<file path="config.mk">
export PLATFORM = sky130hd
export DESIGN_NAME = bus_arbiter_flat
export DESIGN_NICKNAME = d
export VERILOG_FILES = /design/src/rtl/bus_arbiter_if.sv /design/src/rtl/bus_arbiter.sv /design/src/flat_wrapper.sv
export SDC_FILE = /design/constraint.sdc
export NUM_CORES = 1
export LEC_CHECK = 0
export CAP_MARGIN = 0
export CORE_MARGIN = 3
export CORE_UTILIZATION = 55
export CTS_BUF_LIST = sky130_fd_sc_hd__clkbuf_4 sky130_fd_sc_hd__clkbuf_8
export DETAILED_ROUTE_END_ITERATION = 16
export PLACE_DENSITY = 0.85
export SYNTH_ARGS = -nofsm -noshare
export SYNTH_HDL_FRONTEND = slang
export SYNTH_SLANG_ARGS = --single-unit
</file>
<file path="constraint.sdc">
create_clock -name clk -period 4.11 [get_ports clk]
set_input_delay 1.233 -clock clk [delete_from_list [all_inputs] [get_ports clk]]
set_output_delay 1.233 -clock clk [all_outputs]
set_load 0.005 [all_outputs]
</file>
<file path="src/rtl/bus_arbiter_if.sv">
// Request/grant bundle between N bus requesters and the round-robin bus arbiter.
// The arbiter connects through the slave modport; the requester side uses master.
interface bus_arbiter_if #(
    parameter int unsigned N  = 4,
    parameter int unsigned IW = 2
) ();
    localparam int unsigned HW = 4;

    logic [N-1:0]  arb_req;
    logic [N-1:0]  arb_grant;
    logic          grant_valid;
    logic [IW-1:0] grant_id;
    logic [HW-1:0] hold_cnt;

    modport master (
        output arb_req,
        input  arb_grant,
        input  grant_valid,
        input  grant_id,
        input  hold_cnt
    );

    modport slave (
        input  arb_req,
        output arb_grant,
        output grant_valid,
        output grant_id,
        output hold_cnt
    );
endinterface

</file>
<file path="src/rtl/bus_arbiter.sv">
// Round-robin bus arbiter with a per-owner hold limit; a continuously requesting
// owner is preempted after MAXHOLD cycles when anyone else is waiting.
module bus_arbiter #(
    parameter int unsigned N       = 4,
    parameter int unsigned MAXHOLD = 4,
    parameter int unsigned IW      = 2
) (
    input  logic          clk,
    input  logic          rst,
    bus_arbiter_if.slave  bus
);
    localparam int unsigned HW = 4;
    localparam logic [HW-1:0] HOLD_MAX = HW'(MAXHOLD);
    localparam logic [IW-1:0] LAST_RST = IW'(N - 1);

    typedef enum logic {
        IDLE = 1'b0,
        OWN  = 1'b1
    } state_t;

    state_t        state;
    state_t        state_n;
    logic [IW-1:0] last;
    logic [IW-1:0] last_n;
    logic [N-1:0]  grant_n;
    logic          valid_n;
    logic [IW-1:0] id_n;
    logic [HW-1:0] hold_n;

    logic [IW-1:0] win_c;
    logic          owner_req_c;
    logic          others_c;

    // Rotating priority search starting just above the most recent owner.
    always_comb begin : pick
        logic          found;
        logic [IW-1:0] cand;
        found = 1'b0;
        cand  = '0;
        win_c = '0;
        for (int unsigned i = 1; i <= N; i++) begin
            cand = IW'((32'(last) + i) % N);
            if (!found && bus.arb_req[cand]) begin
                found = 1'b1;
                win_c = cand;
            end
        end
    end

    // In IDLE arb_grant is zero, so others_c reduces to "any request".
    assign owner_req_c = bus.arb_req[bus.grant_id] && (state == OWN);
    assign others_c    = |(bus.arb_req & ~bus.arb_grant);

    always_ff @(posedge clk or posedge rst) begin
        if (rst) begin
            state           <= IDLE;
            last            <= LAST_RST;
            bus.arb_grant   <= '0;
            bus.grant_valid <= 1'b0;
            bus.grant_id    <= '0;
            bus.hold_cnt    <= '0;
        end else begin
            state           <= state_n;
            last            <= last_n;
            bus.arb_grant   <= grant_n;
            bus.grant_valid <= valid_n;
            bus.grant_id    <= id_n;
            bus.hold_cnt    <= hold_n;
        end
    end

    always_comb begin
        state_n = state;
        last_n  = last;
        grant_n = bus.arb_grant;
        id_n    = bus.grant_id;
        hold_n  = bus.hold_cnt;

        unique case (state)
            IDLE: begin
                if (|bus.arb_req) begin
                    state_n = OWN;
                    grant_n = N'(1) << win_c;
                    id_n    = win_c;
                    hold_n  = HW'(1);
                    last_n  = win_c;
                end
            end
            OWN: begin
                if (!owner_req_c) begin
                    if (others_c) begin
                        grant_n = N'(1) << win_c;
                        id_n    = win_c;
                        hold_n  = HW'(1);
                        last_n  = win_c;
                    end else begin
                        state_n = IDLE;
                        grant_n = '0;
                        id_n    = '0;
                        hold_n  = '0;
                    end
                end else if (bus.hold_cnt < HOLD_MAX) begin
                    hold_n = bus.hold_cnt + HW'(1);
                end else if (others_c) begin
                    // Owner is visited last by the wrap search, so it loses the tie.
                    grant_n = N'(1) << win_c;
                    id_n    = win_c;
                    hold_n  = HW'(1);
                    last_n  = win_c;
                end
            end
            default: begin
                state_n = IDLE;
                grant_n = '0;
                id_n    = '0;
                hold_n  = '0;
            end
        endcase

        valid_n = (state_n == OWN);
    end

endmodule

</file>
<file path="src/flat_wrapper.sv">
// flat-port wrapper written by rule: the top's interface ports become plain ports
module bus_arbiter_flat 
#(
    parameter int unsigned N       = 4,
    parameter int unsigned MAXHOLD = 4,
    parameter int unsigned IW      = 2
)
  (clk, rst, bus_arb_req, bus_arb_grant, bus_grant_valid, bus_grant_id, bus_hold_cnt);
  bus_arbiter_if #(.N(N), .IW(IW)) bus_i ();
  input  logic clk;
  input  logic rst;
  input wire logic [$bits(bus_i.arb_req)-1:0] bus_arb_req;
  output wire logic [$bits(bus_i.arb_grant)-1:0] bus_arb_grant;
  output wire logic [$bits(bus_i.grant_valid)-1:0] bus_grant_valid;
  output wire logic [$bits(bus_i.grant_id)-1:0] bus_grant_id;
  output wire logic [$bits(bus_i.hold_cnt)-1:0] bus_hold_cnt;
  assign bus_i.arb_req = bus_arb_req;
  assign bus_arb_grant = bus_i.arb_grant;
  assign bus_grant_valid = bus_i.grant_valid;
  assign bus_grant_id = bus_i.grant_id;
  assign bus_hold_cnt = bus_i.hold_cnt;
  bus_arbiter #(.N(N), .MAXHOLD(MAXHOLD), .IW(IW)) u_core (.clk(clk), .rst(rst), .bus(bus_i));
endmodule
</file>
==> key figures, run 1 <==
Worst hold path
  • Worst hold-check path type: flip-flop to flip-flop

Timing
  • Worst path setup slack after routing: 0.993 ns
  • Worst Tran Pin Value: 0.545 ns
  • Time the final worst path needs with I/O delays and setup: 3.12 ns
  • Worst hold margin: roughly 0.51 ns
  • Setup repair after global routing missed its margin: false
  • Final-layout setup total negative slack: 0 ns
  • Max Clock Skew: between 0.003 and 0.004 ns
  • Number of hold-slack violations in the final timing report: 0
  • Top achievable clock speed: 321 MHz
  • Endpoints failing setup: 0
  • Max-slew headroom: 0.633
  • Final-report max-slew violation count: 0
  • Fin crit share: 0.759

Critical path
  • Cell with the largest stage delay on the worst path: sky130_fd_sc_hd__mux4_2
  • Type of the worst setup path: input port to flip-flop
  • Worst setup SP type: input port
  • Endpoint required time on the critical path: 4.31 ns
  • CP arrival: 3.32 ns
  • Total buffers and inverters traversed by the critical path: 1
  • CP max stage delay: between 0.5 and 0.6 ns
  • Critical Path Sink Type: flip-flop
  • CP cell instances: clkdlybuf4s50_1, mux4_2, and3_4, a211oi_4, nor3b_1, o21bai_2
  • Cell family contributing the most delay on the critical path: multiplexers
  • Largest driver fanout on the critical path: 13

Routing
  • Number of nets with antenna violations after detailed routing: 0
  • DR vias: 648
  • Detail-routed net length per standard cell: 13.7 um
  • DRT Wirelength: 1530 um
  • DRC violation count after routing: 0
  • Initial drt markers: 15
  • Routed length on met2: approximately 690 um
  • Highest metal layer used by the detailed router: met4
  • Count of TritonRoute iterations in the first routing pass: 3
  • Avg Vias per Cell: 5.79
  • DR WL met3: approximately 56 um
  • Routed metal-1 wire length: 739 um

Global route
  • GRT Residual Overflow: 0
  • Number of antenna violations at the first check in global routing: 0
  • First-pass GRT wire length: around 2700 um
  • Number of global-route vias before repair: 611
  • Tot GR Track Use: 0.192
  • Pin count of the biggest net entering global routing: 14

Pwr
  • Overall power of the completed layout: 0.000631 W
  • Internal Dissipation: about 0.00040 W
  • Flop pwr share: 0.364
  • Switching share of power: 0.373
  • Leakage power total: 0.396 nW
  • Portion of total power attributed to the clock network: 0.136
  • Worst vdd ir: 0.000379 V
  • Power density over the cells: approximately 660 nW/um2
  • Share of total power in combinational logic: 0.499
  • Switching pwr: 0.000235 W

Logic synthesis
  • Fraction of the mapped netlist area in adder cells: 0.0164
  • Post-Synthesis Net Count: 86
  • Cell count after synthesis: between 70 and 80
  • Flop and latch count out of synthesis: 13
  • Distinct cells, synth: 31
  • Fraction of synthesized area in multiplexers: 0.0426
  • Area share of and/or/nand/nor cells after synthesis: 0.274
  • Complex-gate fraction of the synthesized area: 0.203
  • Warnings, synthesis: 0
  • Portion of the post-synthesis area used by sequential elements: 0.430
  • Avg Synthesized Cell Area: around 9.7 um2
  • Area share of xor/xnor cells in the synthesized design: 0
  • Post-synth design cell area: 763 um2
  • Combinational family with the most area after synthesis: simple AND/OR/NAND/NOR gates

Placed design
  • Area of placed instances: 930 um2
  • Minimum setup slack after placement: 0.720 ns
  • Quantity of I/O buffers inserted on ports: 16
  • Post-detail-place hpwl: 1180 um
  • Final estimated routing congestion in global placement: between 0.8 and 0.9

Floorplan
  • Placeable core region: 1200 um2
  • Starting density of the core: 0.635
  • Full die area: between 1500 and 2000 um2
  • DIE HEIGHT: 43.3 um
  • Top-level port count: 17
  • Cell Rows: 12
  • Die Wd: 43.3 um

Clocking
  • Number of buffers on the longest clock path: 2
  • Clock Tree Root: sky130_fd_sc_hd__clkbuf_4
  • Clock sink count: 13
  • Cts bufs inserted: 3
  • Clock-pin slew of the registers on the worst-case setup and hold paths: around 0.08 ns
  • H-Tree Depth: 1
  • Worst-Skew Late Latency: 0.27 ns
  • Cts-stage hold buffer count: 0
  • Total of cells resized after clock tree synthesis: 0
  • TritonCTS clock tree: built
  • Post-CTS repair timing setup buffer count: 0

Run status
  • Result of the run: finished clean

Final layout
  • Share of post-route cells with drive strength above 1: 0.122
  • Final net count: approximately 110
  • Number of antenna cells inserted: 0
  • Post-route cell area: 960 um2
  • Area added between synthesis and finish: 25.7%

Run
  • Maximum Capacitance Violations: 0
==> synth_stat cells <==
cell type,instances,area [um2]
sky130_fd_sc_hd__and3_4,1,11.3
sky130_fd_sc_hd__a211oi_4,1,20.0
sky130_fd_sc_hd__inv_1,4,15.0
sky130_fd_sc_hd__a32o_1,2,20.0
sky130_fd_sc_hd__nand2b_1,3,18.8
sky130_fd_sc_hd__and2_1,2,12.5
sky130_fd_sc_hd__nor3b_1,1,7.51
sky130_fd_sc_hd__nor2_1,4,15.0
sky130_fd_sc_hd__or4_1,1,7.51
sky130_fd_sc_hd__nand3b_1,2,15.0
sky130_fd_sc_hd__mux2i_1,1,10.0
sky130_fd_sc_hd__o22ai_1,1,6.26
sky130_fd_sc_hd__nor4_1,1,6.26
sky130_fd_sc_hd__a2111oi_4,1,27.5
sky130_fd_sc_hd__a21oi_1,2,10.0
sky130_fd_sc_hd__or2_2,1,6.26
sky130_fd_sc_hd__mux4_2,1,22.5
sky130_fd_sc_hd__nand3_1,3,15.0
sky130_fd_sc_hd__nor2b_1,5,31.3
sky130_fd_sc_hd__o21a_1,1,7.51
sky130_fd_sc_hd__ha_1,1,12.5
sky130_fd_sc_hd__a21o_1,1,7.51
sky130_fd_sc_hd__o21ai_0,8,40.0
sky130_fd_sc_hd__dfstp_2,2,52.6
sky130_fd_sc_hd__dfrtp_1,11,275
sky130_fd_sc_hd__o21bai_2,1,11.3
sky130_fd_sc_hd__or2b_1,1,7.51
sky130_fd_sc_hd__o21ai_1,1,5.00
sky130_fd_sc_hd__nand2_1,13,48.8
sky130_fd_sc_hd__buf_6,1,11.3
sky130_fd_sc_hd__nand4_1,1,6.26
==> flip-flops by register name (all words and copies together), names as in the netlist <==
name                    flops
u_core.bus.arb_grant        4
u_core.bus.grant_id         2
u_core.bus.grant_valid      1
u_core.bus.hold_cnt         4
u_core.last                 2
==> power by group through the flow <==
stage / logic (W) / clock network (W) / registers [W]
global route: 0.000350 / 0.0000916 / 0.000238
floorplan: 0.000209 / 0 / 0.000227
detailed placement: 0.000316 / 0 / 0.000232
CTS: 0.000318 / 0.0000869 / 0.000229
finish: 0.000315 / 0.0000860 / 0.000230
global placement: 0.000308 / 0 / 0.000230
==> layer usage <==
layer / GRT usage / up-vias
met2: 0.301 / 14
met1: 0.249 / 309
li1: - / 319
met3: 0.0297 / 6
met5: 0 / -
met4: 0.102 / 0
==> cell type report <==
| class | instances | area [um2] |
|---|---|---|
| Tap cell | 14 | 17.5 |
| Multi-Input combinational cell | 61 | 409 |
| Clock buffer | 4 | 30.0 |
| Sequential cell | 13 | 328 |
| Inverter | 4 | 15.0 |
| Fill cell | 76 | 241 |
| Timing Repair Buffer | 16 | 160 |
==> cell families after synthesis <==
logic type	count (synthesis)
flops	13
compound gates	19
simple gates	39
buf+inv	5
fa+ha+maj	1
mux	2
==> final timing paths <==
path,from,to,depth (start not counted),slack (ns)
min,u_core.last[0],u_core.last[0],2,0.51
max reg2reg,u_core.bus.grant_id[0],u_core.bus.arb_grant[0],5,2.10
max in group asynchronous,rst,u_core.last[0],2,2.49
max,bus_arb_req[3],u_core.bus.arb_grant[0],6,0.99
min in group asynchronous,rst,u_core.bus.hold_cnt[3],2,1.27
min reg2reg,u_core.last[0],u_core.last[0],2,0.51
==> per-stage QoR <==
| step | util | cells |
|---|---|---|
| after floorplan | - | 79 |
| after global placement | 0.774 | 108 |
| after detailed placement | 0.774 | 108 |
| after CTS | 0.799 | 112 |
| after global routing | 0.799 | 112 |
| final | 0.799 | 112 |
==> tightest hold or removal path, stage by stage, from the launching register on <==
cell and delay (ns):
sky130_fd_sc_hd__dfstp_2 0.38, sky130_fd_sc_hd__inv_1 0.04, sky130_fd_sc_hd__o21ai_0 0.08
==> layout by cell type (no fill, tap or decap) <==
master,instances
sky130_fd_sc_hd__clkdlybuf4s50_1,16
sky130_fd_sc_hd__a21o_1,1
sky130_fd_sc_hd__nand2_1,13
sky130_fd_sc_hd__nor4_1,1
sky130_fd_sc_hd__a211oi_4,1
sky130_fd_sc_hd__nor3b_1,1
sky130_fd_sc_hd__a2111oi_4,1
sky130_fd_sc_hd__o22ai_1,1
sky130_fd_sc_hd__dfrtp_1,11
sky130_fd_sc_hd__and2_1,2
sky130_fd_sc_hd__nand4_1,1
sky130_fd_sc_hd__and3_4,1
sky130_fd_sc_hd__ha_1,1
sky130_fd_sc_hd__o21bai_2,1
sky130_fd_sc_hd__o21a_1,1
sky130_fd_sc_hd__nand2b_1,3
sky130_fd_sc_hd__nand3_1,3
sky130_fd_sc_hd__a21oi_1,2
sky130_fd_sc_hd__o21ai_1,1
sky130_fd_sc_hd__nand3b_1,2
sky130_fd_sc_hd__inv_1,4
sky130_fd_sc_hd__or2_2,1
sky130_fd_sc_hd__dfstp_2,2
sky130_fd_sc_hd__a32o_1,2
sky130_fd_sc_hd__nor2_1,4
sky130_fd_sc_hd__or2b_1,1
sky130_fd_sc_hd__mux4_2,1
sky130_fd_sc_hd__o21ai_0,8
sky130_fd_sc_hd__mux2i_1,1
sky130_fd_sc_hd__clkbuf_4,4
sky130_fd_sc_hd__nor2b_1,5
sky130_fd_sc_hd__or4_1,1
(Power assumes the default switching activity.)
==> inputs of run 2 (changes only) <==
CORE_UTILIZATION = 46   (was 55)
PLACE_DENSITY = 0.76   (was 0.85)
clock period = 2.7 ns   (was 4.11 ns; I/O delays follow)
==> run 2 against run 1 <==
Wire length grew 14%. Via count is 6.6% higher. Worst hold slack gained 0.0020 ns. Sequential share of layout area down 2.3 points. Total power rose by 61%. Highest routed layer unchanged.
==> key figures, run 2 (same netlist as run 1, synthesis figures left out) <==
Run status
  • Result of the run: finished clean

Timing
  • Max-slew headroom: 0.678
  • Final-layout setup total negative slack: 0 ns
  • Setup repair after global routing missed its margin: false
  • Time the final worst path needs with I/O delays and setup: about 2.4 ns
  • Final-report max-slew violation count: 0
  • Worst path setup slack after routing: 0.332 ns
  • Endpoints failing setup: 0
  • Top achievable clock speed: 422 MHz
  • Fin crit share: 0.877
  • Worst Tran Pin Value: a little under 0.5 ns
  • Max Clock Skew: 0.00441 ns
  • Number of hold-slack violations in the final timing report: 0

Critical path
  • Cell with the largest stage delay on the worst path: sky130_fd_sc_hd__mux4_2
  • Worst setup SP type: input port
  • CP cell instances: clkdlybuf4s50_1, mux4_2, and3_4, a211oi_4, buf_4, nand2_1, o21ai_0
  • Total buffers and inverters traversed by the critical path: 2
  • Cell family contributing the most delay on the critical path: buffers and inverters
  • CP arrival: 2.56 ns
  • CP max stage delay: 0.50 ns
  • Largest driver fanout on the critical path: 6
  • Endpoint required time on the critical path: 2.90 ns
  • Type of the worst setup path: input port to flip-flop
  • Critical Path Sink Type: flip-flop

Floorplan
  • Top-level port count: 17
  • Placeable core region: 1540 um2
  • Starting density of the core: 0.495
  • Die Wd: 46.7 um
  • Cell Rows: 14
  • Full die area: 2180 um2
  • DIE HEIGHT: 46.7 um

Pwr
  • Power density over the cells: around 990 nW/um2
  • Worst vdd ir: between 0.0006 and 0.0007 V
  • Overall power of the completed layout: 0.00102 W
  • Leakage power total: around 0.44 nW

Final layout
  • Area added between synthesis and finish: 34.9%
  • Multi-input gate area in the final layout: 409 um2
  • Commonest cells after routing, fill and taps aside: sky130_fd_sc_hd__clkdlybuf4s50_1 (16), sky130_fd_sc_hd__nand2_1 (13), sky130_fd_sc_hd__dfrtp_1 (11)
  • Share of post-route cells with drive strength above 1: 0.196
  • Largest registers: u_core.bus.arb_grant (4), u_core.bus.hold_cnt (4)
  • Final net count: ~120
  • Total area of sequential cells: 328 um2
  • Number of antenna cells inserted: 0
  • Most common cell after layout, fill and taps aside: sky130_fd_sc_hd__clkdlybuf4s50_1
  • Filler cell count in the final layout: 133

Global route
  • Met1 Usage GRT: 0.222
  • Pin count of the biggest net entering global routing: 14
  • Met2 GRT Util: 0.354
  • Most Used Layer, Global Route: met2
  • Number of antenna violations at the first check in global routing: 0
  • Number of global-route vias before repair: 671
  • Tot GR Track Use: 0.195
  • Global routing met3 resource utilization: 0.0575
  • GRT Residual Overflow: 0
  • First-pass GRT wire length: 2940 um

Routing
  • DR vias: just under 700
  • Number of nets with antenna violations after detailed routing: 0
  • Avg Vias per Cell: around 5.6
  • Detail-routed net length per standard cell: ~14 um
  • Count of TritonRoute iterations in the first routing pass: 4
  • DRC violation count after routing: 0
  • Initial drt markers: 15
  • DRT Wirelength: between 1500 and 2000 um

Run
  • Maximum Capacitance Violations: 0

Clocking
  • TritonCTS clock tree: built
  • Worst-Skew Late Latency: 0.27 ns
  • H-Tree Depth: 1
  • Number of buffers on the longest clock path: 2
  • Cts-stage hold buffer count: 0
  • Clock-pin slew of the registers on the worst-case setup and hold paths: about 0.070 ns
  • Post-CTS repair timing setup buffer count: 0
  • Total of cells resized after clock tree synthesis: 0
  • Clock sink count: 13
  • Cts bufs inserted: 3
  • Clock Tree Root: sky130_fd_sc_hd__clkbuf_4

Placed design
  • Quantity of I/O buffers inserted on ports: 16
  • Minimum setup slack after placement: 0.0705 ns
  • Final estimated routing congestion in global placement: 0.784
  • Post-detail-place hpwl: between 1000 and 1500 um

Worst hold path
  • Worst hold-check path type: flip-flop to flip-flop
run 2: cell types whose count changed in the layout (fill, tap and decap cells not counted), sizes merged:
cell  before  now
buf        0    9
run 2: final timing paths:
path	start	end	slack, ns	cells after the start
min	u_core.last[0]	u_core.last[0]	0.51	2
max in group asynchronous	rst	u_core.last[0]	1.50	2
min reg2reg	u_core.last[0]	u_core.last[0]	0.51	2
min in group asynchronous	rst	u_core.bus.arb_grant[3]	0.85	2
max reg2reg	u_core.bus.grant_id[0]	u_core.last[1]	0.91	6
max	bus_arb_req[1]	u_core.last[1]	0.33	7
run 2: per-layer routing:
metal / wire, um / vias up
li1: - / 338
met3: 78 / 2
met4: 11 / 0
met1: 731 / 330
met5: 0 / -
met2: 919 / 21
run 2: cell type report:
class                      instances  area share
multi-input combinational         61       0.397
inverter                           4      0.0146
sequential                        13       0.318
timing repair buffer              25       0.221
clock buffer                       4      0.0292
tap                               16      0.0194
run 2: worst min-delay path, delay by kind of cell (launching register included):
family / cells / cell delay (ns)
compound gates: 1 / 0.08
flops: 1 / 0.38
buf+inv: 1 / 0.04
run 2: power by group:
group	leakage (nW)	internal (W)	total (W)	switching, W
Combinational	0.262	0.000292	0.000536	0.000244
Sequential	0.160	0.000282	0.000354	0.0000723
Clock	0.0184	0.0000673	0.000128	0.0000610
run 2: through the flow:
step           utilization  std cells  area, um2  hold WS (ns)
2_1_floorplan            -         79        763         0.464
3_3_place_gp         0.649        119       1000         0.500
5_1_grt              0.668        123       1030         0.536
6_report             0.668        123       1030         0.508
3_5_place_dp         0.649        119       1000         0.498
4_1_cts              0.668        123       1030         0.517
